File: src/rtl/uart_frame_scheduler_pkg.sv
// Shared types and ASCII helpers for the UART frame scheduler.
// Imported by uart_frame_scheduler.
package uart_sched_pkg;

    typedef enum logic [1:0] {
        IDLE,
        LOAD,
        WAIT_DONE,
        HOLDOFF
    } sched_state_t;

    localparam logic [7:0] ASCII_ZERO = 8'h30;
    localparam logic [7:0] ASCII_CR   = 8'h0D;
    localparam logic [7:0] ASCII_LF   = 8'h0A;
    localparam logic [7:0] ASCII_BAD  = 8'h3F;

    // Returns {ascii_byte, bad}; non-BCD nibbles map to '?'.
    function automatic logic [8:0] bcd_to_ascii(input logic [3:0] nibble);
        if (nibble > 4'd9) begin
            return {ASCII_BAD, 1'b1};
        end
        return {ASCII_ZERO + {4'h0, nibble}, 1'b0};
    endfunction

endpackage

File: src/rtl/uart_frame_scheduler_arbiter.sv
// Two-way round-robin arbiter; remembers the last winner and favours the other
// requester when both ask at once.
module rr_arbiter2 (
    input  logic       clk,
    input  logic       rst,
    input  logic [1:0] req,
    input  logic       advance,
    output logic [1:0] grant
);

    // 1 means requester 1 won last, so requester 0 has priority
    logic last_one;

    always_comb begin
        grant = 2'b00;
        case (req)
            2'b01:   grant = 2'b01;
            2'b10:   grant = 2'b10;
            2'b11:   grant = last_one ? 2'b01 : 2'b10;
            default: grant = 2'b00;
        endcase
    end

    always_ff @(posedge clk) begin
        if (rst) begin
            last_one <= 1'b1;
        end else if (advance) begin
            last_one <= grant[1];
        end
    end

endmodule

File: src/rtl/uart_frame_scheduler.sv
// Arbitrates two BCD time sources onto one byte UART transmitter, sending
// "HH:MM" (plus optional CR LF) per grant, followed by a rate-limiting holdoff.
module uart_frame_scheduler
    import uart_sched_pkg::*;
#(
    parameter int unsigned HOLDOFF_CYCLES = 50000000,
    parameter bit          SEND_CRLF      = 1'b1,
    parameter logic [7:0]  SEP_CHAR       = 8'h3A
) (
    input  logic        clk,
    input  logic        rst,
    input  logic [1:0]  req,
    input  logic [15:0] digits0,
    input  logic [15:0] digits1,
    output logic [1:0]  ack,
    output logic [7:0]  tx_data,
    output logic        tx_start,
    input  logic        tx_done,
    output logic        busy,
    output logic        frame_done,
    output logic        bad_digit
);

    localparam int unsigned HOLD_W   = $clog2(HOLDOFF_CYCLES + 1);
    localparam logic [2:0]  LAST_IDX = SEND_CRLF ? 3'd6 : 3'd4;

    sched_state_t      state;
    logic [2:0]        idx;
    logic [HOLD_W-1:0] hold_cnt;
    logic [15:0]       payload;
    logic              bad;

    logic [1:0]  arb_grant;
    logic        arb_advance;
    logic [15:0] grant_digits;
    logic [8:0]  next_byte;

    function automatic logic [8:0] frame_byte(input logic [2:0] i, input logic [15:0] p);
        logic [8:0] r;
        r = '0;
        case (i)
            3'd0:    r = bcd_to_ascii(p[15:12]);
            3'd1:    r = bcd_to_ascii(p[11:8]);
            3'd2:    r = {SEP_CHAR, 1'b0};
            3'd3:    r = bcd_to_ascii(p[7:4]);
            3'd4:    r = bcd_to_ascii(p[3:0]);
            3'd5:    r = {ASCII_CR, 1'b0};
            3'd6:    r = {ASCII_LF, 1'b0};
            default: r = '0;
        endcase
        return r;
    endfunction

    rr_arbiter2 u_arb (
        .clk     (clk),
        .rst     (rst),
        .req     (req),
        .advance (arb_advance),
        .grant   (arb_grant)
    );

    // Byte launched on the next edge: byte 0 of the incoming payload at grant,
    // otherwise the following byte of the latched payload.
    always_comb begin
        arb_advance  = (state == IDLE) && (req != 2'b00);
        grant_digits = arb_grant[1] ? digits1 : digits0;
        if (state == IDLE) begin
            next_byte = frame_byte(3'd0, grant_digits);
        end else begin
            next_byte = frame_byte(idx + 3'd1, payload);
        end
    end

    always_ff @(posedge clk) begin
        if (rst) begin
            state      <= IDLE;
            idx        <= '0;
            hold_cnt   <= '0;
            payload    <= '0;
            bad        <= 1'b0;
            ack        <= '0;
            tx_data    <= '0;
            tx_start   <= 1'b0;
            busy       <= 1'b0;
            frame_done <= 1'b0;
            bad_digit  <= 1'b0;
        end else begin
            ack        <= '0;
            tx_start   <= 1'b0;
            frame_done <= 1'b0;
            bad_digit  <= 1'b0;
            case (state)
                IDLE: begin
                    if (req != 2'b00) begin
                        payload  <= grant_digits;
                        idx      <= '0;
                        bad      <= next_byte[0];
                        tx_data  <= next_byte[8:1];
                        tx_start <= 1'b1;
                        ack      <= arb_grant;
                        busy     <= 1'b1;
                        state    <= LOAD;
                    end
                end
                LOAD: begin
                    tx_data <= '0;
                    state   <= WAIT_DONE;
                end
                WAIT_DONE: begin
                    if (tx_done) begin
                        if (idx == LAST_IDX) begin
                            hold_cnt   <= HOLD_W'(HOLDOFF_CYCLES - 1);
                            frame_done <= 1'b1;
                            bad_digit  <= bad;
                            state      <= HOLDOFF;
                        end else begin
                            idx      <= idx + 3'd1;
                            bad      <= bad | next_byte[0];
                            tx_data  <= next_byte[8:1];
                            tx_start <= 1'b1;
                            state    <= LOAD;
                        end
                    end
                end
                HOLDOFF: begin
                    if (hold_cnt == '0) begin
                        busy  <= 1'b0;
                        state <= IDLE;
                    end else begin
                        hold_cnt <= hold_cnt - HOLD_W'(1);
                    end
                end
                default: state <= IDLE;
            endcase
        end
    end

endmodule
File: config.mk
export PLATFORM = sky130hd
export DESIGN_NAME = uart_frame_scheduler
export DESIGN_NICKNAME = d
export VERILOG_FILES = /design/src/rtl/uart_frame_scheduler_pkg.sv /design/src/rtl/uart_frame_scheduler_arbiter.sv /design/src/rtl/uart_frame_scheduler.sv
export SDC_FILE = /design/constraint.sdc
export NUM_CORES = 1
export LEC_CHECK = 0
export CORE_ASPECT_RATIO = 2
export CORE_MARGIN = 4
export CORE_UTILIZATION = 54
export DETAILED_ROUTE_END_ITERATION = 16
export GPL_ROUTABILITY_DRIVEN = 0
export PLACE_DENSITY_LB_ADDON = 0.08
export SETUP_SLACK_MARGIN = 0.2
export SYNTH_ARGS = -nofsm -noshare
export SYNTH_HDL_FRONTEND = slang
export SYNTH_HIERARCHICAL = 1
export SYNTH_SLANG_ARGS = --single-unit
export TNS_END_PERCENT = 5
File: constraint.sdc
create_clock -name clk -period 3.2 [get_ports clk]
set_input_delay 0.64 -clock clk [delete_from_list [all_inputs] [get_ports clk]]
set_output_delay 0.64 -clock clk [all_outputs]
set_load 0.005 [all_outputs]
# [Yosys cells after proc, flatten, opt, wreduce, memory -nomap -nowiden]
# Index checks and enable logic that the tools add are counted.
[totals] ff_bits=63 input_bits=37 output_inout_bits=14 elab_cells=125
[classes] add_sub_neg=7 n_lt_le_gt_ge=5 n_eq_ne=19 n_mux=58 bitwise=6 reduce_logical=18
[ops] op="9-bit 2-to-1 mux" n=11
[ops] op="26-bit 2-to-1 mux" n=3
[ops] op="9-bit one-hot mux with 7 select lines" n=1
[ops] op="26-bit one-hot mux with 2 select lines" n=1
[ops] op="6-bit by 4-bit adder with 7-bit output (first input constant)" n=5
[ops] op="26-bit zero test" n=1
[ops] op="26-bit by 1-bit subtractor with 26-bit output (second input constant)" n=1
[ops] op="8-bit 2-to-1 mux" n=3
[ops] op="8-bit one-hot mux with 3 select lines" n=1
[ops] op="1-bit 2-to-1 mux" n=23
[ops] op="4-bit greater-than comparator (second input constant)" n=5
[ops] op="16-bit 2-to-1 mux" n=1
[ops] op="3-bit == test (second input constant)" n=4
[ops] op="4-bit AND reduction" n=3
[ops] op="2-bit 2-to-1 mux" n=5
[ops] op="2-bit != test (second input constant)" n=5
[ops] op="3-bit 2-to-1 mux" n=3
[ops] op="2-bit == test (second input constant)" n=4
[ops] op="2-bit one-hot mux with 4 select lines" n=1
[ops] op="2-bit nonzero test" n=4
[ops] op="3-bit by 2-bit == test with 1-bit output (second input constant)" n=2
[ops] op="1-bit one-hot mux with 2 select lines" n=3
[ops] op="2-bit one-hot mux with 3 select lines" n=1
[ops] op="3-bit one-hot mux with 2 select lines" n=1
[ops] op="other kinds (14)" n=21

# [Longest topological paths before layout]
[depth] word_depth=12 mapped_depth=9 mapped_depth_nobuf=7

# [Modules after synthesis]
# Netlist, hierarchy kept.
[modules_own_cells] module="uart_frame_scheduler" n_inst=1 cells_each=367 area_each_um2=3148.0 seq_area_each_um2=1181.1
[modules_own_cells] module="rr_arbiter2" n_inst=1 cells_each=6 area_each_um2=53.8 seq_area_each_um2=20.0

# [Worst setup path after synthesis]
# OpenSTA, ideal clock, no wires.
[synth_path] path_type="reg-to-reg" startpoint="register hold_cnt[14]" endpoint="register hold_cnt[25]" setup_ps=74 arrival_time_ps=2356 required_time_ps=3126 slack_ps=770 stages_incl_launch_ff=6 n_path_buf=0 synth_period_minus_slack_ps=2430 path_cell_list="dfxtp_1 or4_4 or4_4 or4_1 or4_1 a31oi_1"
[synth_via] elab_chain_cells=3 word_cells_on_any_way=6 classes_between="1 x add/sub; 1 x eq/ne; 2 x mux; 2 x reduce/logical"
[synth_lines] item="start: declaration" line="uart_frame_scheduler.sv:29" text="logic [HOLD_W-1:0] hold_cnt;"
[synth_lines] item="start signal: assignment" line="uart_frame_scheduler.sv:112" text="hold_cnt <= HOLD_W'(HOLDOFF_CYCLES - 1);"
[synth_lines] item="start signal: assignment" line="uart_frame_scheduler.sv:130" text="hold_cnt <= hold_cnt - HOLD_W'(1);"
[synth_lines] item="26-bit by 1-bit subtractor with 26-bit output / 26-bit zero test (equally long branches)" line="uart_frame_scheduler.sv:130, uart_frame_scheduler.sv:126"
[synth_lines] item="26-bit 2-to-1 mux / 2-bit != test (equally long branches)"
[synth_lines] item="26-bit one-hot mux with 2 select lines / 4-bit AND reduction (equally long branches)"
# Several ways; a longest one is shown, not always the timed one. The select of a mux whose other input is x is not followed.
# A chain may end at the register's enable or synchronous reset.

# [Worst setup path in the final report]
# Ends and elaborated chain as after synthesis.

==> impl_metrics.json <==
{
  "outcome": "finished clean",
  "regArea_sq_um": 1200,
  "detail_route.wl_per_cell_um": 17.3,
  "critPathCaptureType": "register",
  "ir_drop_mv": 0.305,
  "rows": 39,
  "grt_pass1_vias": 2939,
  "syn_inst": 373,
  "ys_ff_latch": 60,
  "cts-root-buf": "clkbuf_16",
  "hp-start": "bad",
  "ys_seq_area_frac": 0.375,
  "path_max_fanout": 6,
  "syn_to_final_growth_pct": 24.7,
  "drt_iter0_drc": 214,
  "clock_latency_ns": 0.33,
  "yosysWarningCount": 6,
  "layout_min_cycle_time_ns": 2.56,
  "min_to": "bad_digit",
  "dieArea_sq_um": 7300,
  "synth_flop_cell": "dfxtp_1",
  "finalPower_w": 0.00204,
  "cp.arrival_ns": 2.81,
  "p_leak_nw": 1.51,
  "vias": 3063,
  "routed_via_density": 6.30,
  "core_sq_um": 5760,
  "grt_pass1_wl_um": 13600,
  "numCtsBuffers": 9,
  "required_ns": 3.45,
  "routed_wl_um": 8420,
  "cts_setup_buffers": 0,
  "drive_above_1_share": 0.0918,
  "final_nets": 468,
  "finalClockSkew_ns": 0.00518,
  "worstSetupPathType": "register to register",
  "grt_overflow": 0,
  "powerDensity_nw_per_um2": 511,
  "synth_edf_count": 0,
  "async_flop_share": 0,
  "r2r_cells": 5,
  "start_util": 0.556,
  "n_antenna_cell": 0,
  "fillers": 473,
  "port-buffer-count": 48,
  "num_io_pins": 51,
  "reg2reg_from": "hold_cnt[14]",
  "rsz0062_at_grt": "false",
  "cts_buffer_depth": 2,
  "die_w_um": 62.5,
  "cts_resized": 0,
  "avgSynthCellArea_sq_um": 8.58,
  "cts-htree-levels": 3,
  "worst_pin_slew_ns": 0.637,
  "whs_path_depth": 2,
  "rrSetupSlack_ns": 0.64,
  "cts.sinks": 60,
  "final_cell_mix": "60 x dfxtp_1, 48 x clkdlybuf4s50_1, 39 x nor2_1",
  "multi_input_area_sq_um": 1850,
  "tritoncts": "done",
  "fin_setup_tns_ns": 0,
  "maxSlewViolCount": 0,
  "grt_antenna_before_repair": 0,
  "period_share": 0.799,
  "die_y_um": 117,
  "final_antenna_net_count": 0,
  "layout_commonest_cell": "dfxtp_1",
  "max_freq_ghz": 0.391,
  "place_hpwl_um": 6350,
  "drv_cap": 0,
  "ctsHoldBuffers": 0,
  "grt_max_degree": 39,
  "drcViolationCount": 0,
  "r2r-end": "hold_cnt[25]",
  "start_kind": "register",
  "max_slew_margin": 0.572,
  "post_synth_num_cell_types": 62,
  "drt-pass1-iter-count": 5,
  "clkTransAtPathRegs_ns": 0.05,
  "finalSetupViolCount": 0,
  "hold_viol": 0,
  "crit_start": "hold_cnt[14]",
  "syn_area_sq_um": 3200,
  "grt_usage": 0.240,
  "min_path_type": "register to register"
}
[state kept, by name, summed over array words and instances (netlist names)]
register        count
hold_cnt           26
idx                 3
bad_digit           1
bad                 1
frame_done          1
tx_start            1
u_arb/last_one      1
state               2
busy                1
tx_data             5
payload            16
ack                 2
[synthesized netlist by cell type (3+ instances only)]
library cell	instances	area, sq um
inv_1	10	37.5
a21oi_1	22	110
nor2_1	39	146
a22oi_1	3	22.5
o211ai_1	6	45.0
o2111ai_1	5	43.8
o21ai_0	19	95.1
or4_1	6	45.0
a221oi_1	3	26.3
nor4_1	5	31.3
and3_1	4	25.0
a21o_1	3	22.5
ha_1	10	125
nand4_1	5	31.3
nand2_1	19	71.3
xor2_1	6	52.6
o31ai_1	5	37.5
nand3_1	12	60.1
or4_4	3	33.8
a211oi_1	22	165
nor3_1	10	50.1
dfxtp_1	60	1200
buf_4	3	22.5
or3_1	7	43.8
clkbuf_1	12	45.0
buf_1	3	11.3
a31oi_1	8	50.1
a311oi_1	4	35.0
xnor2_1	3	26.3
mux2i_1	17	170
[final cells by class]
cell class	instances	share of cell area
Inverter	12	0.0113
Multi-Input combinational cell	281	0.464
Clock inverter	2	0.00251
Sequential cell	60	0.301
Timing Repair Buffer	57	0.137
Clock buffer	13	0.0652
Tap cell	61	0.0191
[how the worst max path moves through the flow]
stage | cells after the start | slack (ns) | end
after CTS | 5 | 0.65 | hold_cnt[25]
after global routing | 5 | 0.57 | hold_cnt[20]
after global placement | 7 | 0.68 | tx_data[0]
final | 5 | 0.64 | hold_cnt[25]
after floorplan | 5 | 0.77 | hold_cnt[25]
after detailed placement | 4 | 0.64 | hold_cnt[7]
[worst max-delay path, stage by stage, from the launching register on]
cell and delay (ns):
dfxtp_1 0.36, or4_4 0.58, or4_4 0.53, or4_1 0.43
or4_1 0.42, a31oi_1 0.16
[kinds of logic (layout without fill, tap and decap cells)]
logic type | after synthesis | in the layout | synth area share
muxes | 18 | 18 | 0.0567
AOI/OAI and AO/OA | 118 | 118 | 0.252
DFF | 60 | 60 | 0.375
buffers and inverters | 33 | 84 | 0.0488
xor gates and xnor gates | 9 | 9 | 0.0246
other | 1 | 2 | 0.00117
and+or+nand+nor | 124 | 124 | 0.203
adders and majority gates | 10 | 10 | 0.0391
[power breakdown]
part,switching (W),total [W],internal [W]
clock,0.000319,0.000877,0.000558
combinational,0.000151,0.000308,0.000157
sequential,0.0000502,0.000854,0.000804
[per-layer routing]
metal	GRT usage	vias up	part of all wire
met3	0.0535	24	0.038
met1	0.208	1435	0.35
met2	0.493	86	0.57
li1	-	1518	-
met5	0	-	0
met4	0.133	0	0.036
[stage by stage]
stage / std cells / utilization / instance area [sq um] / setup slack [ns] / hold slack, ns
after CTS: 486 / 0.693 / 3990 / 0.655 / 0.450
after global routing: 486 / 0.693 / 3990 / 0.573 / 0.470
after detailed placement: 471 / 0.646 / 3720 / 0.641 / 0.441
after global placement: 471 / 0.646 / 3720 / 0.675 / 0.438
after floorplan: 374 / - / 3210 / 0.770 / 0.418
final: 486 / 0.693 / 3990 / 0.642 / 0.456
(Power assumes the default switching activity.)
